**src/rtl/prog_sequencer_pkg.sv**
```systemverilog
// Shared constants for the program sequencer: run states, program table and default budget.
// PROG_BASE holds each selectable program's entry address in instruction memory.
package prog_seq_pkg;

  localparam int unsigned PROG_AW = 10;
  localparam int unsigned NPROG = 3;
  localparam logic [15:0] DEFAULT_TIMEOUT = 16'hFFF0;

  typedef enum logic [1:0] {
    IDLE = 2'd0,
    LOAD = 2'd1,
    RUN  = 2'd2,
    DONE = 2'd3
  } state_e;

  localparam logic [PROG_AW-1:0] PROG_BASE [NPROG] = '{10'h000, 10'h100, 10'h200};

  // Unlisted selects fall back to address zero; the sequencer never loads them anyway.
  function automatic logic [PROG_AW-1:0] progBase(input logic [1:0] sel);
    logic [PROG_AW-1:0] base;
    base = '0;
    for (int i = 0; i < NPROG; i++) begin
      if (sel == 2'(i)) begin
        base = PROG_BASE[i];
      end
    end
    return base;
  endfunction

endpackage

```
**src/rtl/prog_sequencer_if.sv**
```systemverilog
// Start/stop handshake and PC-control bundle between the harness and the sequencer.
// master = harness / decoder side, slave = the sequencer itself.
interface prog_sequencer_if #(
  parameter int unsigned L  = 10,
  parameter int unsigned TW = 16
);

  logic          Start;
  logic [1:0]    ProgSel;
  logic          Abort;
  logic          Halt;
  logic          Ack;
  logic          Err;
  logic          Busy;
  logic          Done;
  logic          Timeout;
  logic          PcLoad;
  logic [L-1:0]  PcLoadAddr;
  logic          PcEn;
  logic [TW-1:0] CycleCount;

  modport master (
    output Start, ProgSel, Abort, Halt,
    input  Ack, Err, Busy, Done, Timeout, PcLoad, PcLoadAddr, PcEn, CycleCount
  );

  modport slave (
    input  Start, ProgSel, Abort, Halt,
    output Ack, Err, Busy, Done, Timeout, PcLoad, PcLoadAddr, PcEn, CycleCount
  );

endinterface

```
**src/rtl/prog_sequencer_cycle_counter.sv**
```systemverilog
// Per-run cycle counter with synchronous clear and a terminal-count flag one short of the budget.
module cycle_counter #(
  parameter int unsigned   TW      = 16,
  parameter logic [TW-1:0] TIMEOUT = 16'hFFF0
) (
  input  logic          clk,
  input  logic          rst_n,
  input  logic          clear_i,
  input  logic          en_i,
  output logic [TW-1:0] count_o,
  output logic          tc_o
);

  localparam logic [TW-1:0] TC_VALUE = TIMEOUT - TW'(1);

  logic [TW-1:0] count_q;
  logic [TW-1:0] count_d;

  always_comb begin
    count_d = count_q;
    if (clear_i) begin
      count_d = '0;
    end else if (en_i) begin
      count_d = count_q + TW'(1);
    end
  end

  always_ff @(posedge clk or negedge rst_n) begin
    if (!rst_n) begin
      count_q <= '0;
    end else begin
      count_q <= count_d;
    end
  end

  assign count_o = count_q;
  assign tc_o    = (count_q == TC_VALUE);

endmodule

```
**src/rtl/prog_sequencer.sv**
```systemverilog
// Run controller for the program counter: IDLE -> LOAD -> RUN -> DONE with halt/budget stop,
// abort, and a per-run cycle count. Every output is registered except PcEn.
module prog_sequencer #(
  parameter int unsigned   L       = 10,
  parameter int unsigned   NPROG   = prog_seq_pkg::NPROG,
  parameter int unsigned   TW      = 16,
  parameter logic [TW-1:0] TIMEOUT = TW'(prog_seq_pkg::DEFAULT_TIMEOUT)
) (
  input  logic           clk,
  input  logic           rst_n,
  prog_sequencer_if.slave bus_io
);

  import prog_seq_pkg::*;

  localparam logic [1:0] ST_IDLE = IDLE;
  localparam logic [1:0] ST_LOAD = LOAD;
  localparam logic [1:0] ST_RUN  = RUN;
  localparam logic [1:0] ST_DONE = DONE;

  logic [1:0]    state_q,   state_d;
  logic [1:0]    sel_q,     sel_d;
  logic          ack_q,     ack_d;
  logic          err_q,     err_d;
  logic          busy_q,    busy_d;
  logic          done_q,    done_d;
  logic          timeout_q, timeout_d;
  logic          pcLoad_q,  pcLoad_d;
  logic [L-1:0]  pcAddr_q,  pcAddr_d;

  logic          progValid;
  logic          startOk;
  logic          startBad;
  logic          accept;
  logic          cntEn;
  logic          cntTc;
  logic [TW-1:0] cntValue;

  assign progValid = 32'(bus_io.ProgSel) < NPROG;
  assign startOk   = bus_io.Start && progValid;
  assign startBad  = bus_io.Start && !progValid;

  // Abort outranks everything; only IDLE and DONE listen to Start.
  always_comb begin
    state_d   = state_q;
    sel_d     = sel_q;
    timeout_d = timeout_q;
    accept    = 1'b0;
    err_d     = 1'b0;
    if (bus_io.Abort) begin
      state_d   = ST_IDLE;
      timeout_d = 1'b0;
    end else begin
      case (state_q)
        ST_IDLE, ST_DONE: begin
          if (startOk) begin
            accept    = 1'b1;
            state_d   = ST_LOAD;
            sel_d     = bus_io.ProgSel;
            timeout_d = 1'b0;
          end else if (startBad) begin
            err_d = 1'b1;
          end
        end
        ST_LOAD: begin
          state_d = ST_RUN;
        end
        ST_RUN: begin
          if (bus_io.Halt) begin
            state_d   = ST_DONE;
            timeout_d = 1'b0;
          end else if (cntTc) begin
            state_d   = ST_DONE;
            timeout_d = 1'b1;
          end
        end
        default: begin
          state_d = ST_IDLE;
        end
      endcase
    end
  end

  always_comb begin
    ack_d    = accept;
    pcLoad_d = accept;
    busy_d   = (state_d == ST_LOAD) || (state_d == ST_RUN);
    done_d   = (state_d == ST_DONE);
    pcAddr_d = accept ? L'(progBase(sel_d)) : pcAddr_q;
  end

  always_ff @(posedge clk or negedge rst_n) begin
    if (!rst_n) begin
      state_q   <= ST_IDLE;
      sel_q     <= '0;
      ack_q     <= 1'b0;
      err_q     <= 1'b0;
      busy_q    <= 1'b0;
      done_q    <= 1'b0;
      timeout_q <= 1'b0;
      pcLoad_q  <= 1'b0;
      pcAddr_q  <= '0;
    end else begin
      state_q   <= state_d;
      sel_q     <= sel_d;
      ack_q     <= ack_d;
      err_q     <= err_d;
      busy_q    <= busy_d;
      done_q    <= done_d;
      timeout_q <= timeout_d;
      pcLoad_q  <= pcLoad_d;
      pcAddr_q  <= pcAddr_d;
    end
  end

  // The abort cycle does not count, so an aborted run reports the cycles it completed.
  assign cntEn = (state_q == ST_RUN) && !bus_io.Abort;

  cycle_counter #(
    .TW      (TW),
    .TIMEOUT (TIMEOUT)
  ) u_cycle_counter (
    .clk     (clk),
    .rst_n   (rst_n),
    .clear_i (accept),
    .en_i    (cntEn),
    .count_o (cntValue),
    .tc_o    (cntTc)
  );

  assign bus_io.Ack        = ack_q;
  assign bus_io.Err        = err_q;
  assign bus_io.Busy       = busy_q;
  assign bus_io.Done       = done_q;
  assign bus_io.Timeout    = timeout_q;
  assign bus_io.PcLoad     = pcLoad_q;
  assign bus_io.PcLoadAddr = pcAddr_q;
  assign bus_io.CycleCount = cntValue;
  assign bus_io.PcEn       = (state_q == ST_RUN) && !bus_io.Halt;

endmodule
```
**src/flat_wrapper.sv**
```systemverilog
// flat-port wrapper written by rule: the top's interface ports become plain ports
module prog_sequencer_flat import prog_seq_pkg::*;
#(
  parameter int unsigned   L       = 10,
  parameter int unsigned   NPROG   = prog_seq_pkg::NPROG,
  parameter int unsigned   TW      = 16,
  parameter logic [TW-1:0] TIMEOUT = TW'(prog_seq_pkg::DEFAULT_TIMEOUT)
)
  (clk, rst_n, bus_io_Start, bus_io_ProgSel, bus_io_Abort, bus_io_Halt, bus_io_Ack, bus_io_Err, bus_io_Busy, bus_io_Done, bus_io_Timeout, bus_io_PcLoad, bus_io_PcLoadAddr, bus_io_PcEn, bus_io_CycleCount);
  prog_sequencer_if #(.L(L), .TW(TW)) bus_io_i ();
  input  logic clk;
  input  logic rst_n;
  input wire logic [$bits(bus_io_i.Start)-1:0] bus_io_Start;
  input wire logic [$bits(bus_io_i.ProgSel)-1:0] bus_io_ProgSel;
  input wire logic [$bits(bus_io_i.Abort)-1:0] bus_io_Abort;
  input wire logic [$bits(bus_io_i.Halt)-1:0] bus_io_Halt;
  output wire logic [$bits(bus_io_i.Ack)-1:0] bus_io_Ack;
  output wire logic [$bits(bus_io_i.Err)-1:0] bus_io_Err;
  output wire logic [$bits(bus_io_i.Busy)-1:0] bus_io_Busy;
  output wire logic [$bits(bus_io_i.Done)-1:0] bus_io_Done;
  output wire logic [$bits(bus_io_i.Timeout)-1:0] bus_io_Timeout;
  output wire logic [$bits(bus_io_i.PcLoad)-1:0] bus_io_PcLoad;
  output wire logic [$bits(bus_io_i.PcLoadAddr)-1:0] bus_io_PcLoadAddr;
  output wire logic [$bits(bus_io_i.PcEn)-1:0] bus_io_PcEn;
  output wire logic [$bits(bus_io_i.CycleCount)-1:0] bus_io_CycleCount;
  assign bus_io_i.Start = bus_io_Start;
  assign bus_io_i.ProgSel = bus_io_ProgSel;
  assign bus_io_i.Abort = bus_io_Abort;
  assign bus_io_i.Halt = bus_io_Halt;
  assign bus_io_Ack = bus_io_i.Ack;
  assign bus_io_Err = bus_io_i.Err;
  assign bus_io_Busy = bus_io_i.Busy;
  assign bus_io_Done = bus_io_i.Done;
  assign bus_io_Timeout = bus_io_i.Timeout;
  assign bus_io_PcLoad = bus_io_i.PcLoad;
  assign bus_io_PcLoadAddr = bus_io_i.PcLoadAddr;
  assign bus_io_PcEn = bus_io_i.PcEn;
  assign bus_io_CycleCount = bus_io_i.CycleCount;
  prog_sequencer #(.L(L), .NPROG(NPROG), .TW(TW), .TIMEOUT(TIMEOUT)) u_core (.clk(clk), .rst_n(rst_n), .bus_io(bus_io_i));
endmodule
```
**config.mk**
```make
export PLATFORM = sky130hd
export DESIGN_NAME = prog_sequencer_flat
export DESIGN_NICKNAME = d
export VERILOG_FILES = /design/src/rtl/prog_sequencer_pkg.sv /design/src/rtl/prog_sequencer_if.sv /design/src/rtl/prog_sequencer_cycle_counter.sv /design/src/rtl/prog_sequencer.sv /design/src/flat_wrapper.sv
export SDC_FILE = /design/constraint.sdc
export NUM_CORES = 1
export LEC_CHECK = 0
export BUFFER_PORTS_ARGS = -buffer_cell sky130_fd_sc_hd__buf_2
export CORE_MARGIN = 10
export CORE_UTILIZATION = 47
export DETAILED_ROUTE_END_ITERATION = 8
export MAX_ROUTING_LAYER = met4
export PLACE_DENSITY = 0.74
export SYNTH_ARGS = -nofsm -noshare
export SYNTH_HDL_FRONTEND = slang
export SYNTH_HIERARCHICAL = 1
export SYNTH_SLANG_ARGS = --single-unit
```
**constraint.sdc**
```tcl
create_clock -name clk -period 4.3 [get_ports clk]
set_input_delay 1.29 -clock clk [delete_from_list [all_inputs] [get_ports clk]]
set_output_delay 1.29 -clock clk [all_outputs]
set_load 0.01 [all_outputs]
```
==> reports/results.tsv <==
stage	metric	value	unit
status	result of the run	complete, no violations	
clocking	# resized after CTS	0	
worst_setup_path	CP Launch Type	primary input	
worst_setup_path	Crit path arrival time	3240	ps
power	PD cells	404	nW/um^2
power	Clk pwr share	17.4	%
power	sw frac	35.1	%
detailed_routing	DR DRC count	0	
clocking	Root Buffer	clkbuf_4	
placed_design	gpl congestion	0.914	
yosys	cell area after synthesis	1340	sq um
clocking	clk sinks	25	
clocking	hold buffer count at CTS	0	
power	switching power	214	uW
detailed_routing	Routed Antenna Nets	0	
sta	slack of the critical path	1280	ps
die	DIE AREA	5390	sq um
worst_setup_path	Crit Path Category	in2reg	
die	# rows	19	
detailed_routing	Vias	1043	
clocking	number of buffers created by CTS	3	
power	Peak supply drop	0.244	mV
cells_and_area	most common cell after layout, fill and taps aside	buf_2	
die	initial core utilization	49.0	%
worst_setup_path	critical path fanouts, max	10	
sta	fin crit period	3020	ps
cells_and_area	P&R area growth vs syn	12.4	%
global_routing	grt total ovfl	0	
die	Top Ports	40	
detailed_routing	Wirelength per Cell	14.9	um
sta	final period utilization	70.3	%
sta	setup violators final	0	
clocking	maximum buffer depth of the clock tree	2	
cells_and_area	Final nets	176	
yosys	YS warnings	6	
power	Pleak	0.000740	uW
clocking	clock slew at reported path FFs	140	ps
placed_design	Post-DP HPWL	2260	um
yosys	#FFs+latches synth	25	
die	Die Y	73.4	um
yosys	Synth cell types	38	
yosys	post-synthesis async set-or-reset flop share	100	%
worst_hold_path	worst hold path class	reg2reg	
power	Comb power frac	34.0	%
detailed_routing	DR pass1 iterations	4	
die	Die W	73.4	um
clocking	Setup Buffers After CTS	0	
yosys	syn avg cell area	9.93	sq um
global_routing	GRT Total Usage	10.5	%
worst_setup_path	Worst R2R Path Depth	7	
placed_design	Port Buffers	31	
sta	measured slew at the worst slew-check pin	766	ps
sta	relative slew slack	48.9	%
sta	Max Slew Vio Count	0	
global_routing	number of global-route vias before repair	992	
yosys	Cells after Synth	135	
run	maxcap violations	0	
yosys	number of synthesized flops with an enable pin	0	
power	Seq pwr share	48.6	%
worst_setup_path	WP data required	4520	ps
global_routing	initial antenna violation count	0	
detailed_routing	WL final	2930	um
power	Power Internal	394	uW
yosys	Main synth FF type	dfrtp_1	
cells_and_area	ANT cells	0	
detailed_routing	Iter 0 DRT Violations	53	
worst_setup_path	Worst Setup End Kind	register	
cells_and_area	layout cell share with drive strength beyond 1	27.9	%
sta	RSZ-0062 raised after global routing	no	
detailed_routing	Vias per Instance	5.32	
placed_design	DP Worst Slack	942	ps
worst_hold_path	Cells on Worst Hold Path	2	
yosys	post-synthesis sequential area ratio	46.7	%
sta	Hold Fails Final Rpt	0	
sta	Clock Skews	9.76	ps
sta	setup TNS	0	ps
clocking	clk_lat worst skew	320	ps
die	core region area	2730	sq um
sta	fmax	331	MHz
global_routing	first-pass GRT wire length	4510	um
clocking	Max H-tree Level	1	
cells_and_area	commonest non-fill, non-tap cells in the layout	31 x buf_2, 25 x dfrtp_1, 23 x nor2_1	
clocking	CTS tree	built	
global_routing	largest net degree at the start of global routing	26	
[cell usage after synthesis (all sizes together) (2+ instances only)]
master,count,area [sq um]
nor2,23,86.3
nand3,6,30.0
xnor2,7,61.3
clkbuf,2,7.51
nor3,5,30.0
o21ai,2,10.0
ha,3,37.5
nand2,6,22.5
nor2b,5,33.8
and4bb,2,25.0
mux2,2,22.5
inv,4,15.0
dfrtp,25,626
a21oi,5,25.0
nand2b,2,12.5
nor4,3,18.8
buf,11,80.1
xor2,3,26.3
nand4,4,40.0
or3,2,12.5
[worst max-delay path, cell delays in order]
cell and delay [ps]:
buf_2 140, nand3b_1 180, a21oi_1 610, o211ai_1 320, nor3_2 240, nand4_1 130
mux2_1 320
[per-layer routing]
layer	wire length, um	GRT usage [%]
met1	1270	11.9
met2	1360	16.8
met3	267	3.77
met4	29	3.73
met5	0	-
[state kept, by name (all words and copies together) (netlist names)]
register,count
u_core/bus_io.Err,1
u_core/u_cycle_counter/count_o,16
u_core/bus_io.Done,1
u_core/bus_io.PcLoadAddr,2
u_core/state_q,2
u_core/bus_io.PcLoad,1
u_core/bus_io.Busy,1
u_core/bus_io.Timeout,1
[per-stage QoR]
| step | power, uW | instances | hold WS (ps) | util, % | instance area (sq um) |
|---|---|---|---|---|---|
| 2_1_floorplan | 455 | 142 | 530 | - | 1370 |
| 3_3_place_gp | 505 | 192 | 478 | 54.1 | 1480 |
| 3_5_place_dp | 511 | 192 | 488 | 54.1 | 1480 |
| 4_1_cts | 616 | 196 | 519 | 55.1 | 1510 |
| 5_1_grt | 646 | 196 | 528 | 55.1 | 1510 |
| 6_report | 608 | 196 | 515 | 55.1 | 1510 |
[area by class of cell]
cell class	count	area, sq um
inverters	4	15.0
well taps	31	38.8
repair buffers	32	163
multi-input cells	100	638
clock buffers	4	26.3
flip-flops and latches	25	626
fillers	254	1230
[power by group through the flow]
stage	clock [uW]	sequential, uW	combinational [uW]
final	106	296	207
after global routing	117	300	229
after CTS	110	297	210
after detailed placement	0	301	210
after global placement	0	299	206
after floorplan	0	313	142
[cell families after synthesis]
group | after synthesis | share of synthesized area, %
muxes | 3 | 2.43
other | 1 | 0.280
AOI/OAI and AO/OA | 15 | 8.68
DFF | 25 | 46.7
xor gates and xnor gates | 10 | 6.54
and+or+nand+nor | 61 | 24.9
adders and majority gates | 3 | 2.80
buffers and inverters | 17 | 7.66
[final timing paths]
check	startpoint	to	slack, ps
max in group asynchronous	rst_n	u_core/u_cycle_counter/count_o[5]	3010
min in group asynchronous	rst_n	u_core/u_cycle_counter/count_o[4]	930
hold / removal	u_core/bus_io.PcLoadAddr[8]	u_core/bus_io.PcLoadAddr[8]	520
setup reg to reg	u_core/state_q[1]	u_core/u_cycle_counter/count_o[15]	1610
hold reg to reg	u_core/bus_io.PcLoadAddr[8]	u_core/bus_io.PcLoadAddr[8]	520
setup / recovery	bus_io_Abort	u_core/u_cycle_counter/count_o[15]	1280
Power figures use the tool's default switching activity.
